===== src/rtl/regfile_wr_arbiter_pkg.sv =====
// Shared definitions for the register file write arbiter: FSM state encoding,
// address/data widths and the captured write record.
// Used by: regfile_wr_arbiter, register_design.
package regfile_wr_arbiter_pkg;

    localparam int ADDR_W = 4;
    localparam int DATA_W = 16;
    localparam int CONFLICT_CNT_W = 8;

    // FSM state encoding, kept as plain constants for compatibility with
    // older blocks that compare against raw 2-bit codes.
    localparam logic [1:0] ST_IDLE   = 2'd0;
    localparam logic [1:0] ST_GRANT0 = 2'd1;
    localparam logic [1:0] ST_GRANT1 = 2'd2;

    // One write as captured from the winning requester.
    typedef struct packed {
        logic [ADDR_W-1:0] addr;
        logic [DATA_W-1:0] dat;
    } wr_req_t;

endpackage


===== src/rtl/rr_pick2.sv =====
// Two-way round-robin pick: chooses a winner among two eligible requests.
// Latency: combinational, 0 cycles.
// Backpressure: none; the caller masks ineligible requesters before this block.
// Ports: req0/req1 eligible requests, pri priority holder (0 or 1),
//        pick_vld any request present, win_idx index of the winner.
module rr_pick2 (
    input  logic req0,
    input  logic req1,
    input  logic pri,
    output logic pick_vld,
    output logic win_idx
);

    assign pick_vld = req0 | req1;

    // On a tie the priority holder wins; otherwise the only requester wins
    // (win_idx is 1 exactly when requester 1 is the sole one).
    assign win_idx = (req0 & req1) ? pri : req1;

endmodule


===== src/rtl/regfile_wr_arbiter.sv =====
// Round-robin arbiter for two writers sharing one 16x16 register file write port.
// Latency: 1 cycle from request sampling edge to the write/grant cycle.
// Backpressure: requesters hold req until their one-cycle grant pulse; the
//   granted requester is ignored on the edge closing its grant cycle.
// Ports: clk_i, rst_i (async, active-high), req/addr/data per requester,
//   gnt0_o/gnt1_o grant pulses, rf_write_en_o/rf_in_address_o/rf_In_o to the
//   register file, conflict_cnt_o (only with REGFILE_ARB_CONFLICT_CNT_EN defined).
// Option macro: REGFILE_ARB_CONFLICT_CNT_EN adds a saturating 8-bit count of
//   edges where both requesters were eligible.
module regfile_wr_arbiter
    import regfile_wr_arbiter_pkg::*;
(
    input  logic              clk_i,
    input  logic              rst_i,
    input  logic              req0_i,
    input  logic              req1_i,
    input  logic [ADDR_W-1:0] addr0_i,
    input  logic [ADDR_W-1:0] addr1_i,
    input  logic [DATA_W-1:0] data0_i,
    input  logic [DATA_W-1:0] data1_i,
    output logic              gnt0_o,
    output logic              gnt1_o,
    output logic              rf_write_en_o,
    output logic [ADDR_W-1:0] rf_in_address_o,
    output logic [DATA_W-1:0] rf_In_o
`ifdef REGFILE_ARB_CONFLICT_CNT_EN
    ,
    output logic [CONFLICT_CNT_W-1:0] conflict_cnt_o
`endif
);

    logic [1:0] state_q;
    logic [1:0] state_d;
    logic       pri_q;      // 0: requester 0 wins a tie, 1: requester 1 wins
    wr_req_t    wr_q;       // write currently presented to the register file

    logic       elig0;
    logic       elig1;
    logic       pick_vld;
    logic       win_idx;

    // A requester in its grant cycle still has req high; masking it here
    // keeps that same request from being granted a second time.
    assign elig0 = req0_i & ~gnt0_o;
    assign elig1 = req1_i & ~gnt1_o;

    rr_pick2 u_pick (
        .req0     (elig0),
        .req1     (elig1),
        .pri      (pri_q),
        .pick_vld (pick_vld),
        .win_idx  (win_idx)
    );

    always_comb begin
        state_d = ST_IDLE;
        if (pick_vld) begin
            state_d = win_idx ? ST_GRANT1 : ST_GRANT0;
        end
    end

    always_ff @(posedge clk_i or posedge rst_i) begin
        if (rst_i) begin
            state_q <= ST_IDLE;
            pri_q   <= 1'b0;
            wr_q    <= '0;
        end else begin
            state_q <= state_d;
            if (pick_vld) begin
                // Priority goes to whoever did not just win.
                pri_q <= ~win_idx;
                wr_q  <= win_idx ? wr_req_t'{addr: addr1_i, dat: data1_i}
                                 : wr_req_t'{addr: addr0_i, dat: data0_i};
            end
        end
    end

    // Outputs decode straight from registered state; address/data simply hold
    // their last value while idle.
    assign gnt0_o          = (state_q == ST_GRANT0);
    assign gnt1_o          = (state_q == ST_GRANT1);
    assign rf_write_en_o   = gnt0_o | gnt1_o;
    assign rf_in_address_o = wr_q.addr;
    assign rf_In_o         = wr_q.dat;

`ifdef REGFILE_ARB_CONFLICT_CNT_EN
    logic [CONFLICT_CNT_W-1:0] conflict_cnt_q;

    always_ff @(posedge clk_i or posedge rst_i) begin
        if (rst_i) begin
            conflict_cnt_q <= '0;
        end else if (elig0 && elig1 && (conflict_cnt_q != {CONFLICT_CNT_W{1'b1}})) begin
            conflict_cnt_q <= conflict_cnt_q + 1'b1;
        end
    end

    assign conflict_cnt_o = conflict_cnt_q;
`endif

endmodule


===== config.mk =====
export PLATFORM = sky130hd
export DESIGN_NAME = regfile_wr_arbiter
export DESIGN_NICKNAME = d
export VERILOG_FILES = /design/src/rtl/regfile_wr_arbiter_pkg.sv /design/src/rtl/rr_pick2.sv /design/src/rtl/regfile_wr_arbiter.sv
export SDC_FILE = /design/constraint.sdc
export NUM_CORES = 1
export LEC_CHECK = 0
export ABC_AREA = 1
export CAP_MARGIN = 20
export CORE_MARGIN = 8
export CORE_UTILIZATION = 43
export CTS_CLUSTER_DIAMETER = 80
export DETAILED_ROUTE_END_ITERATION = 12
export PLACE_DENSITY = 0.87
export SLEW_MARGIN = 20
export SYNTH_ARGS = -nofsm -noshare
export SYNTH_HDL_FRONTEND = slang
export SYNTH_SLANG_ARGS = --single-unit

===== constraint.sdc =====
create_clock -name clk_i -period 3.35 [get_ports clk_i]
set_input_delay 0.67 -clock clk_i [delete_from_list [all_inputs] [get_ports clk_i]]
set_output_delay 0.67 -clock clk_i [all_outputs]
set_load 0.05 [all_outputs]

; After elaboration in Yosys (flattened, before gate mapping)
; Cells that the tools add are included.
[totals]
mem_bits_rw = 0
romBits = 0
latch_bits = 0
ff_bits = 23
n_memories = 0
[classes]
eq_ne = 2
n_addsub = 0
n_shift = 0
n_div = 0
bitwise_logic = 8
order_cmp = 0
n_mux = 4
multipliers = 0
reduce_logical = 0
[op_table]
columns = operator, count
row1 = $mux W20, 1
row2 = $mux W2, 2
row3 = $and A1 B1 Y1, 3
row4 = $not A1 Y1, 3
row5 = $eq A2 B1 Y1 const B, 1
row6 = $eq A2 B2 Y1 const B, 1
row7 = $or A1 B1 Y1, 2
row8 = $mux W1, 1

; Depth between registers and ports, before layout
; Gate-level depths: netlist of the first run.
[depth]
word_depth = 7
mapped_depth = 9
ltp_nobuf = 8

; Modules after synthesis
; Synthesis of the first run repeated with hierarchy kept, for this count alone.
[unflattened]
cells_unflattened = 136
hier_area_um2 = 1360.1
[by_module_without_submodules]
columns = module, seq_area_each_um2, cells_each, n_inst, area_per_inst_um2
row1 = regfile_wr_arbiter, 575.6, 131, 1, 1337.5
row2 = rr_pick2, 0.0, 5, 1, 22.5

; Worst setup path before layout of the first run
; OpenSTA, ideal clock, no wires.
[synth_path]
path_type = register to register
startpoint = reg state_q[1]
endpoint = reg wr_q, in the netlist rf_In_o[11]
synth_period_minus_slack_ns = 1.621
arrival_time_ns = 1.556
stages_incl_launch_ff = 10
setup_slack_ns = 1.729
cell_sequence = dfrtp_1 -> inv_1 -> ha_1 -> inv_1 -> nand2_2 -> buf_4 -> nand3_1 -> nand2_1 -> inv_1 -> nand2_1
[synth_via]
elab_chain_len = 6
[synth_rtl]
columns = item, line_no
row1 = "start, declared", regfile_wr_arbiter.sv:32  ; logic [1:0] state_q;
row2 = "start signal, assigned", regfile_wr_arbiter.sv:68  ; state_q <= state_d;
row3 = $eq A2 B1 Y1 (*), regfile_wr_arbiter.sv:80  ; assign gnt0_o = (state_q == ST_GRANT0);
row4 = named net gnt0_o, regfile_wr_arbiter.sv:21  ; output logic gnt0_o,
row5 = $not A1 Y1 (*), regfile_wr_arbiter.sv:44  ; assign elig0 = req0_i & ~gnt0_o;
row6 = $and A1 B1 Y1 (*), regfile_wr_arbiter.sv:44
row7 = $and A1 B1 Y1, rr_pick2.sv:18  ; assign win_idx = (req0 & req1) ? pri : req1;
row8 = $mux W1, rr_pick2.sv:18
row9 = $mux W20, regfile_wr_arbiter.sv:72  ; wr_q <= win_idx ? wr_req_t'{addr: addr1_i, dat: data1_i}
row10 = "end signal, assigned", regfile_wr_arbiter.sv:72
row11 = "end, declared", regfile_wr_arbiter.sv:35  ; wr_req_t wr_q;
; The timed path passes the listed nets; every way through them passes the cells marked *.
; A chain may end at the register's enable or synchronous reset.

; Worst setup path in the final report of the first run
[layout_path]
startpoint = reg state_q[0]
endpoint = out rf_write_en_o
[layout_via]
elab_chain_len = 2
[layout_rtl]
columns = item, line_no
row1 = $eq A2 B1 Y1 / $eq A2 B2 Y1 (equally long branches), "regfile_wr_arbiter.sv:80, regfile_wr_arbiter.sv:81"
row2 = $or A1 B1 Y1 (*), regfile_wr_arbiter.sv:82  ; assign rf_write_en_o = gnt0_o | gnt1_o;
row3 = "end, declared", regfile_wr_arbiter.sv:23  ; output logic rf_write_en_o,
; Every way passes the cells marked *; elsewhere a longest branch is shown, timed or not.

==> metrics.txt, run 1 <==
first-pass GRT wire length 5.84 mm; Gate power share 58.9%; Slew Limit Headroom 41.3%; Yosys reg bits 23; Hold Path Stages 4; initial antenna violation count 0; ranking of synthesized cells by area dfrtp_1 (43%), nand2_1 (17%), nand3_1 (13%); cell area after synthesis 0.00135 mm2; sequential-to-total area share from yosys stat 42.6%; PortBufs 66; post-synth top area share 42.6%; wire per inst 12.9 um; Remaining DRCs 0; leading area contributor after synthesis dfrtp_1; total gr overflow 0; CTS sink count 23; critical path class reg2out; Worst-Margin Slew 879 ps; post-CTS resize count 0; dpl hpwl 2.69 mm; period utilization 75.0%; maxcap violations 0; Slew Limit Fails 0; Worst EP arrival 1840 ps; worst skew pair latency 300 ps; antenna-violating nets left 0; setup TNS 0 ps; Ports 67; total die area 0.00519 mm2; FF-to-FF End rf_In_o[4]$_DFFE_PP0N_; largest net degree at the start of global routing 24; Post-synth top flop dfrtp_1; Initial Util 44.6%; Sw Ratio 49.0%; Clk pin slew, worst setup/hold paths 120 ps; CTS tree yes; Post-Route Utilization 65.1%; CP Capture Type primary output; VDD IR-drop max 0.263 mV; worst r2r path cells 6; CP startpoint kind register; post-layout min period 2510 ps; max frequency 398 MHz; Clock Path Buffers 2; static leakage 0.987 nW; pwr dens 657 mW/mm2; share of layout cells above drive strength 1 6.06%; Reg power frac 31.3%; vias in the first global route 1324; Pre-antenna DRT Iters 5; Area Overhead vs Synth 45.8%; total routed wirelength 3.56 mm; CP required 2680 ps; RR Startpoint state_q[0]$_DFF_PP0_; Reg2Reg Setup Slack 1490 ps; # hold bufs at CTS 0; clock skew 4.15 ps; total power 0.00129 W; Via Count 1232; RSZ-0062 raised after global routing false; syn_nets 217; cts bufs inserted 3; H-Tree Depth 1; Synth Instances 171; clock root buffer clkbuf_4; GRT Total Usage 13.9%; initial DRC count 73; GPL Wtd Cong 0.739; Switching Power 0.000634 W; area of the core 0.00303 mm2; Hold Path Origin rf_in_address_o[1]$_DFFE_PP0N_; Hold Crit Class reg2reg; std cell rows 20; Distinct cells, synth 18; Worst Hold End rf_in_address_o[1]$_DFFE_PP0N_; Synth warnings 0; antenna diode count 0; Die X 72.1 um; P_int 0.000660 W; Setup Buffers After CTS 0; Post-synth EDFFs 0; outcome finished clean; Nets 278; worst-path fanout max 2; Syn Area/Cell 7.90 um2; Async SR Flop Fraction 100%; # setup viols final 0; post-DR vias/cell 4.48; Die Y 72.1 um; Clock power frac 9.9%; Final Hold Vio Count 0
==> area by class of cell <==
cell class	instances	area [um2]
Clock buffer	4	26.3
Fill cell	273	1060
Inverter	29	109
Multi-Input combinational cell	109	544
Sequential cell	23	576
Tap cell	44	55.1
Timing Repair Buffer	66	661
==> worst max path at each step <==
| stage | from | end | slack [ps] | depth (start not counted) |
|---|---|---|---|---|
| global route | state_q[0]$_DFF_PP0_ | rf_write_en_o | 750 | 4 |
| global placement | req0_i | rf_In_o[12]$_DFFE_PP0N_ | 1040 | 5 |
| CTS | state_q[0]$_DFF_PP0_ | rf_write_en_o | 830 | 4 |
| detailed placement | req0_i | rf_In_o[4]$_DFFE_PP0N_ | 990 | 5 |
| floorplan | state_q[1]$_DFF_PP0_ | rf_In_o[11]$_DFFE_PP0N_ | 1730 | 9 |
| finish | state_q[0]$_DFF_PP0_ | rf_write_en_o | 840 | 4 |
==> critical path, cell delays in order (launching register included) <==
cell,delay [ps]
dfrtp_1,380
inv_1,50
ha_1,280
inv_1,50
clkdlybuf4s50_1,790
==> stage by stage <==
stage	setup slack (ps)	hold WS (ps)	cell area (um2)	cells
3_5_place_dp	986	566	1940	271
2_1_floorplan	1730	596	1350	171
4_1_cts	825	600	1970	275
3_3_place_gp	1040	561	1940	271
5_1_grt	749	640	1970	275
6_report	839	593	1970	275
==> cell usage after synthesis, types with 2 or more instances <==
cell,number
nand2_1,62
nand3_1,34
inv_1,28
dfrtp_1,23
nand3_2,6
buf_6,4
clkbuf_8,2
ha_1,2
==> cells in the final DEF, fill, tap and decap left out <==
cell / synthesis / routed
clkdlybuf4s50_1: 0 / 66
nand2_1: 62 / 62
nand3_1: 34 / 34
inv_1: 28 / 28
dfrtp_1: 23 / 23
nand3_2: 6 / 6
clkbuf_4: 1 / 3
ha_1: 2 / 2
inv_2: 1 / 1
nand3_4: 1 / 1
nor2_4: 1 / 1
nand2_2: 1 / 1
a21oi_4: 1 / 1
o21ai_0: 1 / 1
clkbuf_1: 0 / 1
==> flip-flops by register name, indices dropped and copies added (netlist names) <==
signal           cells
rf_in_address_o      4
state_q              2
pri_q                1
rf_In_o             16
==> power groups by stage <==
stage | logic [W] | registers, W | clock network [W]
4_1_cts | 0.000768 | 0.000405 | 0.000131
2_1_floorplan | 0.000294 | 0.000660 | 0
6_report | 0.000762 | 0.000404 | 0.000128
3_5_place_dp | 0.000766 | 0.000410 | 0
3_3_place_gp | 0.000755 | 0.000406 | 0
5_1_grt | 0.000816 | 0.000413 | 0.000142
==> cells by family after synthesis <==
family | Yosys count | synth area share [%]
buffers and inverters | 39 | 17.1
adder cells (fa/ha/maj) | 2 | 1.85
AO/OA/AOI/OAI | 2 | 1.57
flip-flops | 23 | 42.6
AND/OR/NAND/NOR | 105 | 36.9
==> metal layers <==
metal  global-route usage, %  up-vias  part of all wire [%]
li1                        -      642                     -
met1                    15.0      552                    41
met4                    5.22        0                   1.0
met2                    25.5       36                    52
met3                    3.03        2                   6.0
met5                       0        -                     0
Power figures use the tool's default switching activity.
==> run 2: changes to the inputs <==
Settings changed: CORE_UTILIZATION 43 to 36, PLACE_DENSITY 0.87 to 0.78.
Clock period 3.35 ns to 2 ns, I/O delays scaled along.
==> run 2 against run 1 <==
Die area increased by 15%; worst hold slack got worse by 120 ps; critical path depth decreased by 3; combinational power increased by 73%; global-route usage decreased by 0.97 points; clock power increased by 120%; via count increased by 2.4%; clock skew decreased by 2.1 ps; setup slack got worse by 700 ps; largest cell class unchanged.
==> metrics.txt, run 2 (same netlist as run 1, synthesis figures left out) <==
clock skew 2.07 ps (-2.08 ps); Die X 77.3 um (+7.2%); Area Overhead vs Synth 51.3%; Multi-input gate area 544 um2 (unchanged); Via Count 1262 (+2.4%); antenna diode count 0 (unchanged); Buf/Inv on CP 1 (-2); total die area 0.00597 mm2 (+15%); Ports 67 (unchanged); worst skew pair latency 250 ps (-50 ps); RSZ-0062 raised after global routing false; clock root buffer clkbuf_8; CTS sink count 23 (unchanged); Slew Limit Fails 0 (unchanged); Worst-Margin Slew 534 ps (-345 ps); max frequency 537 MHz; total gr overflow 0 (unchanged); fillers 360 (+32%); Worst EP arrival 1460 ps (-380 ps); GRT Total Usage 12.9% (-0.97 points); CTS tree yes; vias in the first global route 1411 (+6.6%); commonest non-fill, non-tap cell in the layout clkdlybuf4s50_1; setup TNS 0 ps (unchanged); first-pass GRT wire length 6.42 mm (+10%); post-DR vias/cell 4.43 (-1.2%); Hold Crit Class in2async; CP required 1600 ps (-1080 ps); CP Capture Type primary output; # hold bufs at CTS 0 (unchanged); pwr dens 1120 mW/mm2 (+70%); Clock Path Buffers 2 (unchanged); share of layout cells above drive strength 1 9.70% (+3.6 points); worst-path cell chain clkdlybuf4s50_1; area of the core 0.00363 mm2 (+20%); total routed wirelength 3.71 mm (+4.4%); Register Area 576 um2 (unchanged); static leakage 1.03 nW (+4.6%); outcome finished clean; max FFs per register 16 (unchanged); H-Tree Depth 1 (unchanged); most frequent cells in the layout clkdlybuf4s50_1 (63), nand2_1 (62), nand3_1 (34), inv_1 (28), dfrtp_1 (23); Nets 284 (+2.2%); total power 0.00228 W (+77%); fin area 0.00204 mm2 (+3.7%); CP startpoint kind register; period utilization 93.1%; std cell rows 22 (+10%); largest net degree at the start of global routing 24 (unchanged); post-layout min period 1860 ps; GPL Wtd Cong 0.719 (-2.7%); Placed Area 0.00200 mm2 (+2.8%); cts bufs inserted 3 (unchanged); dpl hpwl 2.89 mm (+7.7%); PortBufs 66 (unchanged); # setup viols final 0 (unchanged); post-CTS resize count 0 (unchanged); maxcap violations 0 (unchanged); Pre-antenna DRT Iters 4 (-1); Remaining DRCs 0 (unchanged); Setup Buffers After CTS 0 (unchanged); Crit path max-delay family buffers and inverters; critical path class reg2out; initial DRC count 40 (-45%); Final Hold Vio Count 0 (unchanged); delay of the slowest critical-path stage 830 ps (+40 ps); antenna-violating nets left 0 (unchanged); CP max stage cell clkdlybuf4s50_1; worst-path fanout max 2 (unchanged); wire per inst 13.0 um (+0.72%); Clk pin slew, worst setup/hold paths 80 ps (-40 ps); Initial Util 37.2% (-7.4 points); initial antenna violation count 0 (unchanged); Slew Limit Headroom 64.3% (+23 points); VDD IR-drop max 0.456 mV (+73%); Die Y 77.3 um (+7.2%)
[run 2: cell types whose count changed in the layout (fill, tap and decap cells not counted), sizes merged]
cell           before  now
clkdlybuf4s50      66   63
buf                 0    9
[run 2: cell type report]
class / count / share of cell area [%]
clock buffer: 4 / 2.20
inverter: 29 / 5.32
multi-input combinational: 109 / 26.6
sequential: 23 / 28.2
tap: 48 / 2.94
timing repair buffer: 72 / 34.8
[run 2: power breakdown]
| part | internal (W) | switching (W) | total, W |
|---|---|---|---|
| Sequential | 0.000600 | 0.0000818 | 0.000682 |
| Clock | 0.000142 | 0.000140 | 0.000282 |
| Combinational | 0.000464 | 0.000855 | 0.00132 |
| Total | 0.00121 | 0.00108 | 0.00228 |
[run 2: path summary, 6_finish.rpt]
| kind | startpoint | endpoint | slack [ps] | cells past startpoint |
|---|---|---|---|---|
| worst min-delay path | rst_i | rf_In_o[5]$_DFFE_PP0N_ | 470 | 3 |
| worst max register to register | state_q[0]$_DFF_PP0_ | rf_In_o[11]$_DFFE_PP0N_ | 450 | 7 |
| max in group asynchronous | rst_i | rf_In_o[8]$_DFFE_PP0N_ | 1290 | 3 |
| worst max-delay path | rf_In_o[8]$_DFFE_PP0N_ | rf_In_o[8] | 140 | 1 |
| worst min register to register | rf_in_address_o[0]$_DFFE_PP0N_ | rf_in_address_o[0]$_DFFE_PP0N_ | 580 | 4 |
| min in group clk_i | rf_in_address_o[0]$_DFFE_PP0N_ | rf_in_address_o[0]$_DFFE_PP0N_ | 580 | 4 |
[run 2: metal layers]
| metal | vias up | GRT usage [%] | routed length [um] |
|---|---|---|---|
| met3 | 2 | 2.68 | 205 |
| met2 | 41 | 24.1 | 2030 |
| met4 | 0 | 4.53 | 42 |
| met5 | - | 0 | 0 |
| met1 | 567 | 13.8 | 1440 |
| li1 | 652 | - | - |
[run 2: metrics by stage]
step	setup WS (ps)	hold WS (ps)	utilization [%]	instances
global placement	276	562	55.0	281
detailed placement	196	567	55.0	281
floorplan	379	402	-	171
CTS	125	487	56.3	285
global route	99.1	519	56.3	285
finish	138	473	56.3	285
